## config.mk

```make
export PLATFORM = sky130hd
export DESIGN_NAME = seq_alu
export DESIGN_NICKNAME = d
export VERILOG_FILES = /design/src/rtl/seq_alu.sv
export SDC_FILE = /design/constraint.sdc
export NUM_CORES = 1
export LEC_CHECK = 0
export ABC_AREA = 0
export ABC_CLOCK_PERIOD_IN_PS = 3110
export BUFFER_PORTS_ARGS = -buffer_cell sky130_fd_sc_hd__buf_2
export CAP_MARGIN = 20
export CORE_UTILIZATION = 45
export DETAILED_ROUTE_END_ITERATION = 12
export GPL_ROUTABILITY_DRIVEN = 0
export PLACE_DENSITY = 0.65
export SYNTH_ARGS = -nofsm -noshare
export SYNTH_HDL_FRONTEND = slang
export SYNTH_SLANG_ARGS = --single-unit
```

## constraint.sdc

```tcl
create_clock -name clk -period 3.11 [get_ports clk]
set_clock_uncertainty 0.2 [all_clocks]
set_input_delay 0.622 -clock clk [delete_from_list [all_inputs] [get_ports clk]]
set_output_delay 0.622 -clock clk [all_outputs]
set_load 0.03 [all_outputs]
```

## src/rtl/seq_alu.sv

```systemverilog
// seq_alu: multi-cycle integer ALU with valid/ready handshakes on both sides.
// Ports: clk, rst_n (sync, active-low), ena (global freeze),
//        in_valid/in_ready + op/a/b request, out_valid/out_ready + result/flags response.
//        flags = {dz, ov, cout, zero}; result is 2*WIDTH bits.
module seq_alu #(
  parameter int WIDTH = 8
) (
  input  logic               clk,
  input  logic               rst_n,
  input  logic               ena,
  input  logic               in_valid,
  output logic               in_ready,
  input  logic [2:0]         op,
  input  logic [WIDTH-1:0]   a,
  input  logic [WIDTH-1:0]   b,
  output logic               out_valid,
  input  logic               out_ready,
  output logic [2*WIDTH-1:0] result,
  output logic [3:0]         flags
);
  localparam int CW = (WIDTH > 2) ? $clog2(WIDTH) : 1;
  localparam logic [2:0] ADD = 3'd0, SUB = 3'd1, MUL = 3'd2, DIV = 3'd3,
                         MOD = 3'd4, AND = 3'd5, OR = 3'd6, XOR = 3'd7;
  typedef enum logic [1:0] {IDLE, EXEC, DONE} state_t;
  state_t state;
  logic [2:0] op_r;
  logic [WIDTH-1:0] a_r, b_r, hi, lo, hi_n, lo_n, r1_lo;
  logic [CW-1:0] cnt;
  logic [WIDTH:0] sum, dif, msum, shf;
  logic [2*WIDTH-1:0] r1, xres;
  logic ge, bz, divop, dz1, c1, v1, go_exec;
  assign in_ready = state == IDLE;
  // One iteration step. MUL: hi accumulates, lo holds the multiplier and
  // collects product bits as they shift out. DIV/MOD: hi is the partial
  // remainder, lo starts as the dividend and fills with quotient bits.
  always_comb begin
    msum = {1'b0, hi} + (lo[0] ? {1'b0, a_r} : {(WIDTH+1){1'b0}});
    shf  = {hi, lo[WIDTH-1]};
    ge   = shf >= {1'b0, b_r};
    hi_n = (op_r == MUL) ? msum[WIDTH:1] : ge ? WIDTH'(shf - {1'b0, b_r}) : shf[WIDTH-1:0];
    lo_n = (op_r == MUL) ? {msum[0], lo[WIDTH-1:1]} : {lo[WIDTH-2:0], ge};
    xres = (op_r == MUL) ? {hi_n, lo_n} : {{WIDTH{1'b0}}, (op_r == DIV) ? lo_n : hi_n};
  end
  // Single-cycle results, computed straight from the request inputs.
  always_comb begin
    sum   = {1'b0, a} + {1'b0, b};
    dif   = {1'b0, a} - {1'b0, b};
    bz    = b == '0;
    divop = (op == DIV) || (op == MOD);
    dz1   = divop && bz;
    go_exec = (op == MUL) || (divop && !bz);
    r1_lo = (op == ADD) ? sum[WIDTH-1:0] :
            (op == SUB) ? dif[WIDTH-1:0] :
            (op == AND) ? (a & b) :
            (op == OR)  ? (a | b) :
            (op == XOR) ? (a ^ b) :
            (op == DIV) ? {WIDTH{1'b1}} : a;
    r1 = {{WIDTH{1'b0}}, r1_lo};
    c1 = (op == ADD) ? sum[WIDTH] : (op == SUB) && dif[WIDTH];
    v1 = (op == ADD) ? (a[WIDTH-1] == b[WIDTH-1]) && (sum[WIDTH-1] != a[WIDTH-1]) :
         (op == SUB) && (a[WIDTH-1] != b[WIDTH-1]) && (dif[WIDTH-1] != a[WIDTH-1]);
  end
  always_ff @(posedge clk) begin
    if (!rst_n) begin
      state     <= IDLE;
      op_r      <= '0;
      a_r       <= '0;
      b_r       <= '0;
      hi        <= '0;
      lo        <= '0;
      cnt       <= '0;
      result    <= '0;
      flags     <= '0;
      out_valid <= 1'b0;
    end else if (ena) begin
      case (state)
        IDLE: if (in_valid) begin
          op_r <= op;
          a_r  <= a;
          b_r  <= b;
          hi   <= '0;
          lo   <= (op == MUL) ? b : a;
          cnt  <= '0;
          if (go_exec) state <= EXEC;
          else begin
            state     <= DONE;
            result    <= r1;
            flags     <= {dz1, v1, c1, r1 == '0};
            out_valid <= 1'b1;
          end
        end
        EXEC: begin
          hi  <= hi_n;
          lo  <= lo_n;
          cnt <= cnt + 1'b1;
          if (cnt == CW'(WIDTH - 1)) begin
            state     <= DONE;
            result    <= xres;
            flags     <= {3'b000, xres == '0};
            out_valid <= 1'b1;
          end
        end
        DONE: if (out_ready) begin
          state     <= IDLE;
          out_valid <= 1'b0;
        end
        default: state <= IDLE;
      endcase
    end
  end
endmodule

```

==> metrics.txt, run 1 <==
run status=completed; Async S/R FF share, synth=0%; commonest non-fill, non-tap cell in the layout=buf_4; Yosys top cell by area=dfxtp_1; placed insts=918; PortBufs=45; Worst EP arrival=3.09 ns; crit end category=flip-flop; Mapped Avg Cell Area=7.624 um^2; Worst-Margin Slew=0.7478 ns; 1st-pass router iterations=6; Peak VDD IR=0.0003355 V; # diodes=0; largest net degree at the start of global routing=34; placed standard-cell area=6121 um^2; max cap viols=0; #FFs+latches synth=61; Final WS setup=0.05628 ns; number of distinct library cells after synthesis=67; DR iter-0 viols=432; fin nets=859; die area=12020 um^2; post-synthesis sequential area ratio=23.42%; Max H-tree Level=3; overall routed net length=16160 um; initial antenna violation count=0; worst slack, placed=-0.2434 ns; CTS Buffer Depth=2; die width=109.7 um; fin crit share=98.19%; minimum clock period=3.054 ns; layout cell share with drive strength beyond 1=22.04%; number of global-route vias before repair=5466; Final Hold Fails=0; Fill cells=1048; TritonCTS clock tree=done; Inserted Clock Buffers=9; Yosys top cell area share=23.42%; commonest cells after routing, fill and taps aside=buf_4, nand2_1, dfxtp_1; GRT Util Overall=28.60%; via count=5424; relative slew slack=49.96%; Ys Warns=0; cell area after layout=6456 um^2; global-route wire length before repair=26500 um; DR vias/cell=5.807; I/O pin cnt=46; row count=38; Hold Path Class=reg2reg; clk_lat worst skew=0.33 ns; Post-DP HPWL=12630 um; Worst-path clk slew=0.05 ns; ranking of synthesized cells by area=dfxtp_1, ha_1, nand2_1; post-layout util=58.28%; syn_nets=754; Primary FF master, synth=dfxtp_1; die height=109.7 um; RSZ-0062 raised after global routing=true; DRC viols=0; total gr overflow=0; leakage=2.828 nW; critical path class=in2reg; max-slew violations=0; Non-Filler Instances=934; initial core utilization=47.07%; crit path launch type=input pin; Root Driver=clkbuf_16; ANT nets after route=0; Setup-failing EPs final=0; Area Growth Syn to Fin=23.80%; Core Box Area=11080 um^2; WL/cell=17.31 um; cell count after synthesis=684; CP Max Fanout=4; number of buffers added for setup after CTS=0; P per Cell Area=410.5 nW/um^2; cell area after synthesis=5215 um^2; Max Clock Freq=327.5 MHz; Post-synth EDFFs=0; CTS sink cnt=61; WP data required=3.14 ns
## registers in the layout, indices dropped and copies added, names as in the netlist
register   flops
b_r            8
out_valid      1
a_r            8
flags          4
result        16
op_r           3
lo             8
state          2
hi             8
cnt            3
## critical path: stages
cell      delay, ns
buf_2          0.12
inv_1          0.06
ha_1           0.32
o21bai_1       0.21
nor4b_2        0.39
o41ai_1        0.15
nor2b_1        0.15
a211o_1        0.25
or4_1          0.51
o31a_1         0.26
o41ai_2        0.05
## path summary, 6_finish.rpt
| path | startpoint | end | slack, ns | cells past startpoint |
|---|---|---|---|---|
| setup / recovery | b[1] | flags[0]$_SDFFE_PN0P_ | 0.06 | 11 |
| hold / removal | a_r[0]$_SDFFE_PN0P_ | a_r[0]$_SDFFE_PN0P_ | 0.26 | 2 |
| setup reg to reg | b_r[2]$_SDFFE_PN0P_ | flags[0]$_SDFFE_PN0P_ | 0.11 | 12 |
| hold reg to reg | a_r[0]$_SDFFE_PN0P_ | a_r[0]$_SDFFE_PN0P_ | 0.26 | 2 |
## report_power, final
part | leakage, nW | internal, W | switching [W]
Sequential | 0.496 | 0.000816 | 0.0000278
Clock | 0.143 | 0.000639 | 0.000360
Combinational | 2.19 | 0.000354 | 0.000453
Total | 2.83 | 0.00181 | 0.000841
## per-stage QoR
step / total power, W / hold slack (ns) / TNS (ns)
after floorplan: 0.001354 / 0.2388 / 0
after global placement: 0.001632 / 0.2498 / -0.3098
after detailed placement: 0.001648 / 0.2538 / -0.3731
after CTS: 0.002644 / 0.2613 / 0
after global routing: 0.002770 / 0.2835 / -0.06576
final: 0.002650 / 0.2569 / 0
## area by class of cell
type                    instances  area [um^2]  area share, %
well taps                     140        175.2          2.713
flip-flops and latches         61         1221          18.91
repair buffers                134        893.4          13.84
clock inverters                 4        47.55         0.7364
clock buffers                  12        246.5          3.818
inverters                      42        157.7          2.442
multi-input cells             541         3715          57.54
## logic make-up after synthesis
family                     after synthesis  synth area share (%)
AOI/OAI and AO/OA                      218                 28.60
muxes                                   29                 5.902
buffers and inverters                   82                 6.142
DFF                                     61                 23.42
and+or+nand+nor                        233                 21.81
adders and majority gates               46                 11.61
xor gates and xnor gates                15                 2.519
## routing by layer
| layer | share of wire [%] | up-vias | GRT usage, % |
|---|---|---|---|
| met5 | 0 | - | 0 |
| met2 | 48 | 199 | 49.64 |
| met3 | 4.9 | 44 | 3.972 |
| met1 | 43 | 2532 | 34.76 |
| met4 | 3.9 | 0 | 13.52 |
| li1 | - | 2649 | - |
## repair_timing
item                                    CTS  global route
gates resized for setup                   4             4
hold buffers                              0             0
pin swaps                                 4             1
endpoints found under the setup margin    1             2
## synthesized netlist by cell type (7+ instances only)
cell / instances
nand2_1: 77
dfxtp_1: 61
nor2_1: 58
a21oi_1: 55
ha_1: 42
inv_1: 42
nor2b_1: 35
o21ai_0: 35
clkbuf_1: 28
a21boi_0: 25
a211oi_1: 24
mux2i_1: 24
and2_1: 14
a22oi_1: 10
buf_2: 10
nand2b_1: 10
xnor2_1: 10
nand3_1: 8
nor3_1: 7
Note: power is estimated with default switching activity, not from simulation.
==> inputs of run 2 (changes only) <==
- GPL_TIMING_DRIVEN: default -> 0
==> run 2 against run 1 <==
  * Setup slack worse by 0.048 ns
  * Sequential cell count stayed put
  * Cell area is 5.4% lower
  * Largest cell class unchanged
  * Largest power group unchanged
==> metrics.txt, run 2 (synthesis results as in run 1) <==
# diodes=0; Post-CTS Hold Buffers=0; Power Total=0.002691 W; WP data required=3.15 ns; Core Box Area=11080 um^2; minimum clock period=3.102 ns; fin crit share=99.73%; Seq. cell area=1226 um^2; Reg power frac=31.3%; Inserted Clock Buffers=9; WL/cell=18.75 um; Max H-tree Level=3; largest net degree at the start of global routing=11; commonest cells after routing, fill and taps aside=nand2_1, dfxtp_1, nor2_1; initial antenna violation count=0; relative slew slack=51.84%; CTS Buffer Depth=2; DR vias/cell=6.052; 1st-pass router iterations=5; crit path launch type=input pin; max-slew violations=0; global-route wire length before repair=26040 um; TritonCTS clock tree=done; number of global-route vias before repair=5010; Worst-path clk slew=0.05 ns; CTS sink cnt=61; Area Growth Syn to Fin=17.08%; Max Clock Freq=322.4 MHz; Setup-failing EPs final=0; Root Driver=clkbuf_16; leakage=2.505 nW; ANT nets after route=0; die width=109.7 um; die area=12020 um^2; Int Power=0.001820 W; crit end category=flip-flop; initial core utilization=47.07%; via count=5356; die height=109.7 um; Multi-input gate area=3816 um^2; PortBufs=43; layout cell share with drive strength beyond 1=15.70%; switch share=32.35%; RSZ-0062 raised after global routing=true; Net Switching=0.0008707 W; Fill cells=1053; critical path class=in2reg; GRT Util Overall=28.70%; fin nets=811; total gr overflow=0; Worst-Margin Slew=0.7176 ns; row count=38; I/O pin cnt=46; Hold Path Class=reg2reg; run status=completed; setup TNS=0 ns; Gate power share=28.3%; commonest non-fill, non-tap cell in the layout=nand2_1; Largest Register=result; max cap viols=0; max reg flops=16; Worst EP arrival=3.14 ns; Final Hold Fails=0; overall routed net length=16590 um; P per Cell Area=440.7 nW/um^2; DRC viols=0; clk_lat worst skew=0.33 ns; Post-DP HPWL=12690 um; clock power share=40.4%; DR iter-0 viols=522; CP Max Fanout=6; Peak VDD IR=0.0003990 V
-- run 2: cell types whose count changed in the layout (fill, tap and decap cells not counted), sizes merged --
cell | before | now
clkbuf | 12 | 40
bufinv | 1 | 2
buf | 134 | 57
clkinv | 2 | 1
-- run 2: layout make-up --
cell class,count,share of cell area (%)
inverters,42,2.582
multi-input cells,541,62.50
flip-flops and latches,61,20.08
well taps,140,2.869
clock inverters,4,1.189
repair buffers,48,4.180
clock buffers,11,3.975
plain buffers,38,2.623
-- run 2: stage by stage --
stage,cells,hold WS (ns),setup slack (ns),instance area [um^2],utilization (%)
6_report,885,0.2584,0.008294,6106,55.12
5_1_grt,885,0.2961,-0.1111,6106,55.12
2_1_floorplan,684,0.2388,0.08159,5215,-
3_5_place_dp,867,0.2537,-0.5276,5605,50.60
3_3_place_gp,867,0.2477,-0.4988,5605,50.60
4_1_cts,884,0.2608,0.0003224,6018,54.33
-- run 2: power groups by stage --
stage                     combinational, W  sequential, W  clock (W)
after floorplan                   0.000484       0.000870          0
after global placement            0.000689       0.000858          0
after detailed placement          0.000701       0.000859          0
after CTS                         0.000721       0.000841    0.00109
after global routing              0.000819       0.000845    0.00112
final                             0.000762       0.000842    0.00109
-- run 2: timing repair --
item,in CTS,in global routing
pin swaps,6,5
gates resized for setup,16,18
buffers inserted,4,1
setup endpoints to repair,2,6
-- run 2: critical path, cell delays in order --
cell,delay [ns]
buf_2,0.17
inv_1,0.11
ha_1,0.35
o21bai_2,0.20
nor4b_4,0.31
o41ai_1,0.12
nor2b_1,0.17
a211o_1,0.28
or4_1,0.51
o31a_1,0.26
o41ai_2,0.05
-- run 2: worst paths after layout --
| check | start | to | slack (ns) | cells past startpoint |
|---|---|---|---|---|
| hold / removal | a_r[4]$_SDFFE_PN0P_ | a_r[4]$_SDFFE_PN0P_ | 0.26 | 2 |
| hold reg to reg | a_r[4]$_SDFFE_PN0P_ | a_r[4]$_SDFFE_PN0P_ | 0.26 | 2 |
| setup reg to reg | hi[4]$_SDFFE_PN0P_ | flags[0]$_SDFFE_PN0P_ | 0.06 | 9 |
| setup / recovery | b[1] | flags[0]$_SDFFE_PN0P_ | 0.008 | 11 |
-- run 2: metal layers --
layer	routed length (um)	vias to the layer above	global-route usage, %
li1	-	2546	-
met4	452	0	8.857
met1	7279	2529	36.82
met5	0	-	0
met2	7744	240	49.28
met3	1114	41	4.446
==> inputs of run 3 (changes only) <==
- ABC_AREA: 0 -> 1
- PLACE_DENSITY: 0.65 -> 0.66
==> run 3 against run 2 <==
  * Synthesized cell count rose by 19%
  * Via count rose by 6.2%
  * Die area fell by 2.6%
  * Clock power barely moved
  * Register-to-register slack improved by 0.35 ns
  * Core utilization fell by 2.1 points
  * Total power rose by 21%
  * Fmax rose by 11%
  * First-iteration DRC count rose by 1.9%
  * Highest routed layer unchanged
==> metrics.txt, run 3 <==
run status=completed; Int Power=0.001962 W; layout cell share with drive strength beyond 1=11.45%; global-route wire length before repair=26000 um; fin crit share=89.88%; P per Cell Area=563.9 nW/um^2; cell count after synthesis=813; post-layout util=53.01%; clock power share=33.2%; total gr overflow=0; GRT Util Overall=28.85%; switch share=39.98%; Post-DP HPWL=12610 um; ranking of synthesized cells by area=dfxtp_1, nand2_1, ha_1; die width=108.2 um; WP data required=3.17 ns; 1st-pass router iterations=7; Yosys top cell area share=24.06%; Setup-failing EPs final=0; cell area after layout=5797 um^2; WP depth=14; count leader, synth=nand2_1; largest net degree at the start of global routing=13; Resized cells post-CTS=0; Max H-tree Level=3; highest-delay cell along the critical path=a21oi_1; CP Max Fanout=9; commonest non-fill, non-tap cell in the layout=nand2_1; number of buffers added for setup after CTS=0; relative slew slack=60.43%; max reg flops=16; Gate power share=39.1%; Final WS setup=0.3147 ns; DRC viols=0; RSZ-0062 raised after global routing=false; minimum clock period=2.795 ns; delay-heaviest family, CP=compound AO/OA/AOI/OAI gates; commonest cells after routing, fill and taps aside=nand2_1, inv_1, a21oi_1; via count=5687; Root Driver=clkbuf_16; crit-path most repeated cell=a21oi_1; die height=108.2 um; row count=38; Post-CTS Hold Buffers=0; die area=11710 um^2; Primary FF master, synth=dfxtp_1; I/O pin cnt=46; most common library cells after synthesis=nand2_1, inv_1, a21oi_1; Inserted Clock Buffers=9; Peak VDD IR=0.0003494 V; Mapped Avg Cell Area=6.244 um^2; placed standard-cell area=5477 um^2; Final Hold Fails=0; sequence of cells on the critical path=buf_2 > inv_1 > ha_1 > buf_2 > inv_1 > a21oi_1 > a21boi_0 > o21ai_0 > nand3_1 > a21oi_1 > nand3_1 > nor2_1 > nor2_1 > a21oi_1; hold path depth=2; Area Growth Syn to Fin=14.20%; PortBufs=45; max-slew violations=0; number of global-route vias before repair=5345; WL/cell=16.02 um; Async S/R FF share, synth=0%; max cap viols=0; DR vias/cell=5.614; Max Clock Freq=357.7 MHz; Yosys top cell by area=dfxtp_1; #FFs+latches synth=61; fin nets=938; Worst-path clk slew=0.06 ns; CTS Buffer Depth=2; Critical R2R Launch=lo[0]$_SDFFE_PN0P_; Worst-Margin Slew=0.5936 ns; Worst EP arrival=2.86 ns; Post-synth EDFFs=0; setup TNS=0 ns; number of distinct library cells after synthesis=42; initial antenna violation count=0; crit path buf inv count=4; worst slack, placed=0.06581 ns; Reg power frac=27.6%; DR iter-0 viols=532; ANT nets after route=0; R2R cell count=18; TritonCTS clock tree=done; initial core utilization=46.42%; # diodes=0; crit end category=flip-flop; hold_sp=result[12]$_SDFFE_PN0P_; Fill cells=1128; Largest Register=result; overall routed net length=16230 um; Hold Path Class=reg2reg; CTS sink cnt=61; cell area after synthesis=5076 um^2; delay of the slowest cell on the worst path=0.33 ns; syn_nets=883; critical path class=in2reg; post-synthesis sequential area ratio=24.06%; Power Total=0.003269 W; Ys Warns=0; Net Switching=0.001307 W; leakage=2.910 nW; clk_lat worst skew=0.33 ns; Core Box Area=10940 um^2; crit path launch type=input pin; Crit. Startpoint=b[2]
run 3: cell count changes after synthesis, moves of 35 or more:
cell	change
nand2_1	+118
nor2b_1	-35
nand3_1	+53
a21oi_1	+38
inv_1	+60
o21ai_0	+37
run 3: path summary, 6_finish.rpt:
check | endpoint | slack (ns)
worst max-delay path | flags[0]$_SDFFE_PN0P_ | 0.31
worst min-delay path | result[12]$_SDFFE_PN0P_ | 0.26
worst max register to register | flags[0]$_SDFFE_PN0P_ | 0.41
worst min register to register | result[12]$_SDFFE_PN0P_ | 0.26
run 3: cell families after synthesis:
logic type / share of synthesized area, %
simple gates: 32.17
compound gates: 20.24
fa+ha+maj: 11.93
flops: 24.06
buf+inv: 10.75
xor+xnor: 0.8627
run 3: cell type report:
cell class | count | area [um^2] | area share [%]
multi-input cells | 614 | 3309 | 57.09
clock inverters | 7 | 97.59 | 1.684
repair buffers | 45 | 225.2 | 3.885
plain buffers | 28 | 132.6 | 2.288
well taps | 140 | 175.2 | 3.022
clock buffers | 9 | 225.2 | 3.885
flip-flops and latches | 61 | 1222 | 21.09
inverters | 109 | 409.1 | 7.058
run 3: tightest hold or removal path, cell delays in order, from the launching register on:
cell and delay (ns):
dfxtp_1 0.30, nand2_1 0.06, a21oi_1 0.05
run 3: routing by layer:
layer  GRT usage, %  wire length [um]
met1          37.13              7166
met2          48.82              7484
met3          3.436              1062
met4          11.55               518
met5              0                 0
run 3: metrics by stage:
step,std cells,hold slack (ns)
CTS,1014,0.2537
global route,1013,0.2791
global placement,998,0.2358
floorplan,813,0.2222
finish,1013,0.2587
detailed placement,998,0.2461
run 3: power by group through the flow:
stage	sequential (W)	combinational (W)	clock [W]
after floorplan	0.000932	0.000873	0
after global placement	0.000911	0.00123	0
after detailed placement	0.000913	0.00124	0
after CTS	0.000897	0.00126	0.00109
after global routing	0.000910	0.00142	0.00113
final	0.000903	0.00128	0.00109
